$ cat src/rtl/shift_seq_8_bit_pkg.sv
// shift_seq_8_bit_pkg: shared constants, state/mode encodings and effective-amount helper
//   Optional feature macro used by the top: SHIFT_SEQ_STICKY_EN
package shift_seq_pkg;
    localparam int WIDTH = 8;
    localparam int AMT_W = 4;
    localparam logic [AMT_W-1:0] AMT_MAX = AMT_W'(8);
    localparam logic [1:0] MODE_LOG = 2'b00;
    localparam logic [1:0] MODE_ARI = 2'b01;
    localparam logic [1:0] MODE_ROT = 2'b10;
    typedef enum logic [1:0] {IDLE, SHIFT, DONE} state_t;
    // Rotate wraps modulo the width; logical/arithmetic saturate at the width.
    function automatic logic [AMT_W-1:0] eff_amt(input logic [AMT_W-1:0] amt, input logic [1:0] mode);
        return (mode == MODE_ROT) ? (amt & AMT_W'(WIDTH-1)) : ((amt > AMT_MAX) ? AMT_MAX : amt);
    endfunction
endpackage

$ cat src/rtl/shift_seq_8_bit_if.sv
// shift_seq_if: request/response bundle of the shift sequencer
//   master drives in_valid/in_data/in_amt/in_dir/in_mode/out_ready
//   slave drives in_ready/out_valid/out_data/out_carry/out_sticky/busy
interface shift_seq_if import shift_seq_pkg::*; ();
    logic             in_valid;
    logic             in_ready;
    logic [WIDTH-1:0] in_data;
    logic [AMT_W-1:0] in_amt;
    logic             in_dir;
    logic [1:0]       in_mode;
    logic             out_valid;
    logic             out_ready;
    logic [WIDTH-1:0] out_data;
    logic             out_carry;
    logic             out_sticky;
    logic             busy;
    modport master (
        output in_valid, in_data, in_amt, in_dir, in_mode, out_ready,
        input  in_ready, out_valid, out_data, out_carry, out_sticky, busy
    );
    modport slave (
        input  in_valid, in_data, in_amt, in_dir, in_mode, out_ready,
        output in_ready, out_valid, out_data, out_carry, out_sticky, busy
    );
endinterface

$ cat src/rtl/shift_seq_8_bit_shift.sv
// shift_8_bit: single-position shifter step
//   i_a operand, i_sel 0=left 1=right, i_shift_in_left/right fill bits
//   o_s result, o_bb_left/o_bb_right bit leaving on the left/right side
module shift_8_bit
    import shift_seq_pkg::*;
(
    input  logic [WIDTH-1:0] i_a,
    input  logic             i_sel,
    input  logic             i_shift_in_left,
    input  logic             i_shift_in_right,
    output logic [WIDTH-1:0] o_s,
    output logic             o_bb_left,
    output logic             o_bb_right
);
    assign o_s        = i_sel ? {i_shift_in_left, i_a[WIDTH-1:1]} : {i_a[WIDTH-2:0], i_shift_in_right};
    assign o_bb_left  = i_a[WIDTH-1];
    assign o_bb_right = i_a[0];
endmodule

$ cat src/rtl/shift_seq_8_bit.sv
// shift_seq_8_bit: multi-position shift sequencer driving shift_8_bit one step per cycle
//   clk, rst_n (async active-low), bus (shift_seq_if.slave)
//   Optional sticky bit built when SHIFT_SEQ_STICKY_EN is defined, else out_sticky=0
module shift_seq_8_bit
    import shift_seq_pkg::*;
(
    input logic       clk,
    input logic       rst_n,
    shift_seq_if.slave bus
);
    state_t           r_state, w_next;
    logic [WIDTH-1:0] r_data;
    logic [AMT_W-1:0] r_count;
    logic             r_dir;
    logic [1:0]       r_mode;
    logic             r_carry;
    logic [WIDTH-1:0] w_s;
    logic [AMT_W-1:0] w_eff;
    logic             w_accept, w_fill, w_bb_left, w_bb_right, w_out_bit;

    assign w_eff     = eff_amt(bus.in_amt, bus.in_mode);
    assign w_accept  = (r_state == IDLE) && bus.in_valid;
    assign w_out_bit = r_dir ? w_bb_right : w_bb_left;
    // Rotate recirculates the outgoing bit; only arithmetic right replicates the sign.
    assign w_fill    = (r_mode == MODE_ROT) ? w_out_bit : ((r_mode == MODE_ARI) && r_dir) ? r_data[WIDTH-1] : 1'b0;

    shift_8_bit u_shift (
        .i_a             (r_data),
        .i_sel           (r_dir),
        .i_shift_in_left (w_fill),
        .i_shift_in_right(w_fill),
        .o_s             (w_s),
        .o_bb_left       (w_bb_left),
        .o_bb_right      (w_bb_right)
    );

    always_ff @(posedge clk or negedge rst_n)
        if (!rst_n) r_state <= IDLE;
        else        r_state <= w_next;

    always_comb begin
        w_next        = r_state;
        bus.in_ready  = r_state == IDLE;
        bus.out_valid = r_state == DONE;
        bus.busy      = r_state != IDLE;
        case (r_state)
            IDLE:    if (bus.in_valid) w_next = (w_eff == '0) ? DONE : SHIFT;
            SHIFT:   if (r_count == AMT_W'(1)) w_next = DONE;
            DONE:    if (bus.out_ready) w_next = IDLE;
            default: w_next = IDLE;
        endcase
    end

    always_ff @(posedge clk or negedge rst_n)
        if (!rst_n) begin
            r_data  <= '0;
            r_count <= '0;
            r_dir   <= 1'b0;
            r_mode  <= MODE_LOG;
            r_carry <= 1'b0;
        end else if (w_accept) begin
            r_data  <= bus.in_data;
            r_count <= w_eff;
            r_dir   <= bus.in_dir;
            r_mode  <= bus.in_mode;
            r_carry <= 1'b0;
        end else if (r_state == SHIFT) begin
            r_data  <= w_s;
            r_count <= r_count - AMT_W'(1);
            r_carry <= w_out_bit;
        end

    assign bus.out_data  = r_data;
    assign bus.out_carry = r_carry;

`ifdef SHIFT_SEQ_STICKY_EN
    logic r_sticky;
    always_ff @(posedge clk or negedge rst_n)
        if (!rst_n)                r_sticky <= 1'b0;
        else if (w_accept)         r_sticky <= 1'b0;
        else if (r_state == SHIFT) r_sticky <= r_sticky | (w_out_bit & (r_mode != MODE_ROT));
    assign bus.out_sticky = r_sticky;
`else
    assign bus.out_sticky = 1'b0;
`endif
endmodule

$ cat src/flat_wrapper.sv
// flat-port wrapper written by rule: the top's interface ports become plain ports
module shift_seq_8_bit_flat import shift_seq_pkg::*;
  (clk, rst_n, bus_in_valid, bus_in_data, bus_in_amt, bus_in_dir, bus_in_mode, bus_out_ready, bus_in_ready, bus_out_valid, bus_out_data, bus_out_carry, bus_out_sticky, bus_busy);
  shift_seq_if bus_i ();
  input logic clk;
  input logic rst_n;
  input wire logic [$bits(bus_i.in_valid)-1:0] bus_in_valid;
  input wire logic [$bits(bus_i.in_data)-1:0] bus_in_data;
  input wire logic [$bits(bus_i.in_amt)-1:0] bus_in_amt;
  input wire logic [$bits(bus_i.in_dir)-1:0] bus_in_dir;
  input wire logic [$bits(bus_i.in_mode)-1:0] bus_in_mode;
  input wire logic [$bits(bus_i.out_ready)-1:0] bus_out_ready;
  output wire logic [$bits(bus_i.in_ready)-1:0] bus_in_ready;
  output wire logic [$bits(bus_i.out_valid)-1:0] bus_out_valid;
  output wire logic [$bits(bus_i.out_data)-1:0] bus_out_data;
  output wire logic [$bits(bus_i.out_carry)-1:0] bus_out_carry;
  output wire logic [$bits(bus_i.out_sticky)-1:0] bus_out_sticky;
  output wire logic [$bits(bus_i.busy)-1:0] bus_busy;
  assign bus_i.in_valid = bus_in_valid;
  assign bus_i.in_data = bus_in_data;
  assign bus_i.in_amt = bus_in_amt;
  assign bus_i.in_dir = bus_in_dir;
  assign bus_i.in_mode = bus_in_mode;
  assign bus_i.out_ready = bus_out_ready;
  assign bus_in_ready = bus_i.in_ready;
  assign bus_out_valid = bus_i.out_valid;
  assign bus_out_data = bus_i.out_data;
  assign bus_out_carry = bus_i.out_carry;
  assign bus_out_sticky = bus_i.out_sticky;
  assign bus_busy = bus_i.busy;
  shift_seq_8_bit u_core (.clk(clk), .rst_n(rst_n), .bus(bus_i));
endmodule
$ cat config.mk
export PLATFORM = sky130hd
export DESIGN_NAME = shift_seq_8_bit_flat
export DESIGN_NICKNAME = d
export VERILOG_FILES = /design/src/rtl/shift_seq_8_bit_pkg.sv /design/src/rtl/shift_seq_8_bit_if.sv /design/src/rtl/shift_seq_8_bit_shift.sv /design/src/rtl/shift_seq_8_bit.sv /design/src/flat_wrapper.sv
export SDC_FILE = /design/constraint.sdc
export NUM_CORES = 1
export LEC_CHECK = 0
export ABC_CLOCK_PERIOD_IN_PS = 1950
export CORE_UTILIZATION = 45
export DETAILED_ROUTE_END_ITERATION = 7
export PLACE_DENSITY = 0.77
export SKIP_LAST_GASP = 1
export SLEW_MARGIN = 25
export SYNTH_ARGS = -nofsm -noshare
export SYNTH_HDL_FRONTEND = slang
export SYNTH_SLANG_ARGS = --single-unit
$ cat constraint.sdc
create_clock -name clk -period 1.95 [get_ports clk]
set_input_delay 0.39 -clock clk [delete_from_list [all_inputs] [get_ports clk]]
set_output_delay 0.39 -clock clk [all_outputs]
set_load 0.02 [all_outputs]
==> reports/qor.csv <==
stage,metric,value,unit
status,outcome,finished clean,
worst_hold_path,hold_path.class,primary input to async pin,
logic_synthesis,synthAdderAreaFrac,2.30,%
grt,grtUsageMet1,31.7,%
drt,via_count,983,
setup_path,r2r-start,u_core.r_state[0],
grt,met3_usage,2.68,%
floorplanning,num_rows,17,
cts,clock_latency,0.30,ns
sta,slew_viol_final,0,
logic_synthesis,synthMuxAreaShare,0.920,%
sta,fin_skew,0.00536,ns
sta,max_freq,561,MHz
logic_synthesis,synthArstFlopShare,100,%
floorplanning,die_area,0.00262,mm²
logic_synthesis,syn_area,0.00109,mm²
floorplanning,num_io_pins,32,
cts,cts_tree,built,
drt,wl_per_cell,14.5,µm
logic_synthesis,synth-edff-count,0,
drt,ant_nets,0,
logic_synthesis,yosysTopAreaCellShare,41.4,%
setup_path,critPathTopFamily,buffers and inverters,
logic_synthesis,synth_cell_type_count,36,
grt,grt_pass1_vias,924,
cells_and_area,fin_nets,174,
cells_and_area,final_cell_area,0.00145,mm²
logic_synthesis,netlist_instances,118,
logic_synthesis,yosysSeqAreaShare,41.4,%
sta,grt_setup_unrepaired,no,
floorplanning,core,0.00225,mm²
drt,first_pass_iters,4,
setup_path,cp-start-kind,flop,
grt,use_met2,35.5,%
power,p_per_area,1600,mW/mm²
power,peakVddDrop,0.863,mV
sta,period_needed,1.78,ns
setup_path,crit_slowest_cell,clkdlybuf4s50_1,
grt,grt_pass1_wl,4380,µm
grt,antenna_found_initial,0,
logic_synthesis,synth_top_family_by_area,simple AND/OR/NAND/NOR gates,
setup_path,crit_start,u_core.bus.out_data[7],
cts,htreeDepth,1,
logic_synthesis,synthesis.nets,139,
placement,hpwlAfterDp,1950,µm
power,leakagePower,0.638,nW
placement,placed_cell_area,0.00142,mm²
placement,port_buffers,30,
cts,cts_made_buffers,3,
setup_path,worstSetupPathType,flop to output pin,
floorplanning,die_x,51.2,µm
logic_synthesis,avgSynthCellArea,9.22,µm²
setup_path,end_kind,output pin,
setup_path,slowest_delay,0.64,ns
logic_synthesis,synth_xor_area_share,1.61,%
logic_synthesis,synthSimpleGateAreaFrac,24.6,%
cts,cts.path.max_buffers,2,
cts,cts_sinks,18,
setup_path,arrival,1.39,ns
logic_synthesis,ys_seq_elements,18,
setup_path,path_buf_inv,1,
logic_synthesis,netlist_top_cells_area,"dfrtp_1, nand2_1, a211oi_1, o31ai_1, nor2b_1",
logic_synthesis,synth-compound-area-share,20.5,%
sta,hold_slack,0.397,ns
drt,via_per_inst,5.46,
placement,gp_congestion,0.852,
grt,grt_overflow,0,
grt,grt_max_degree,19,
cts,clockRootBuffer,clkbuf_4,
cells_and_area,syn2layout_area_growth,33.3,%
logic_synthesis,synth_top_flop_cell,dfrtp_1,
cells_and_area,drive_above_1_share,10.5,%
cts,ctsHoldBuffers,0,
setup_path,cp_cell_sequence,clkdlybuf4s50_1,
drt,drc,0,
grt,grt-busiest-layer,met2,
run,drv_cap,0,
cells_and_area,diodes,0,
sta,finalHoldViolations,0,
setup_path,crit_required,1.56,ns
drt,drtIter0Drc,33,
drt,drt-total-wl,2610,µm
sta,setup_violations,0,
sta,tns,0,ns
floorplanning,initial_utilization,48.3,%
logic_synthesis,yosys_warnings,0,
sta,worst_pin_slew,0.550,ns
sta,fin_crit_sh,91.3,%
grt,track_usage,22.8,%
logic_synthesis,yosysTopAreaCell,dfrtp_1,
setup_path,critPathMaxFanout,6,
floorplanning,fp.dieH,51.2,µm
cts,clk_pin_slew,0.11,ns
sta,relSlewSlack,63.3,%
[layout make-up]
class	instances	area [µm²]
multi-input cells	86	547
clock buffers	4	36.3
flip-flops and latches	18	450
inverters	5	18.8
fillers	207	803
repair buffers	39	364
well taps	28	35.0
[Yosys cell counts (all sizes together) (2+ instances only)]
library cell and instances:
a211oi 9, nand3b 3, nor3b 3, nand3 2, buf 8, inv 5
a21oi 3, xnor2 2, a22o 3, ha 2, dfrtp 18, nand2 17
nor2b 7, or3 3, nor2 9, o31ai 7
[flip-flops by register name, summed over array words and instances, names as in the netlist]
name                  flops
u_core.r_state            2
u_core.bus.out_carry      1
u_core.bus.out_data       8
u_core.r_count            4
u_core.r_dir              1
u_core.r_mode             2
[through the flow]
step / setup slack (ns) / std cells / total power [mW] / utilization, %
global placement: 0.100 / 176 / 2.05 / 62.9
floorplan: 0.518 / 118 / 1.65 / -
global route: 0.108 / 180 / 2.50 / 64.4
CTS: 0.162 / 180 / 2.34 / 64.4
finish: 0.169 / 180 / 2.32 / 64.4
detailed placement: 0.0479 / 176 / 2.11 / 62.9
[path summary, 6_finish.rpt]
path                                                to  slack, ns  cells past startpoint
worst max-delay path                   bus_out_data[7]       0.17                      1
worst min-delay path            u_core.bus.out_data[4]       0.40                      2
worst max register to register       u_core.r_count[2]       0.42                      5
worst min register to register    u_core.bus.out_carry       0.54                      2
max in group asynchronous            u_core.r_state[1]       1.35                      2
min in group clk                  u_core.bus.out_carry       0.54                      2
[kinds of logic (layout without fill, tap and decap cells)]
kind of cell	after synthesis	after routing
AOI/OAI and AO/OA	29	29
xor gates and xnor gates	2	2
adders and majority gates	2	2
buffers and inverters	14	48
DFF	18	18
muxes	1	1
other	1	1
and+or+nand+nor	51	51
[report_power, final]
part | internal (mW) | switching [mW]
combinational | 0.654 | 0.654
clock | 0.114 | 0.126
sequential | 0.561 | 0.215
[layer usage]
layer  up-vias  share of wire (%)  routed length [µm]
met5         -                  0                   0
met4         0                1.5                  39
met3         5                3.3                  87
met2        25                 48                1260
met1       471                 47                1220
li1        482                  -                   -
[timing repair]
item | 4_1_cts | 5_1_grt
buffers inserted | 0 | 0
resized for setup | 3 | 0
hold endpoints to repair | 0 | 0
endpoints found under the setup margin | 3 | 0
[layout by cell type, fill, tap and decap left out, types with 2 or more instances in the layout]
cell type         n
a21oi_1           3
clkdlybuf4s50_1  27
clkbuf_4          3
dlygate4sd2_1     3
nor2_1            9
a22o_1            3
xnor2_1           2
nor2b_1           7
o31ai_1           7
nand3_1           2
a211oi_1          8
dfrtp_1          18
or3_1             3
ha_1              2
inv_1             5
buf_4             9
nor3b_1           3
nand2_1          17
nand3b_1          3
Power figures use the tool's default switching activity.
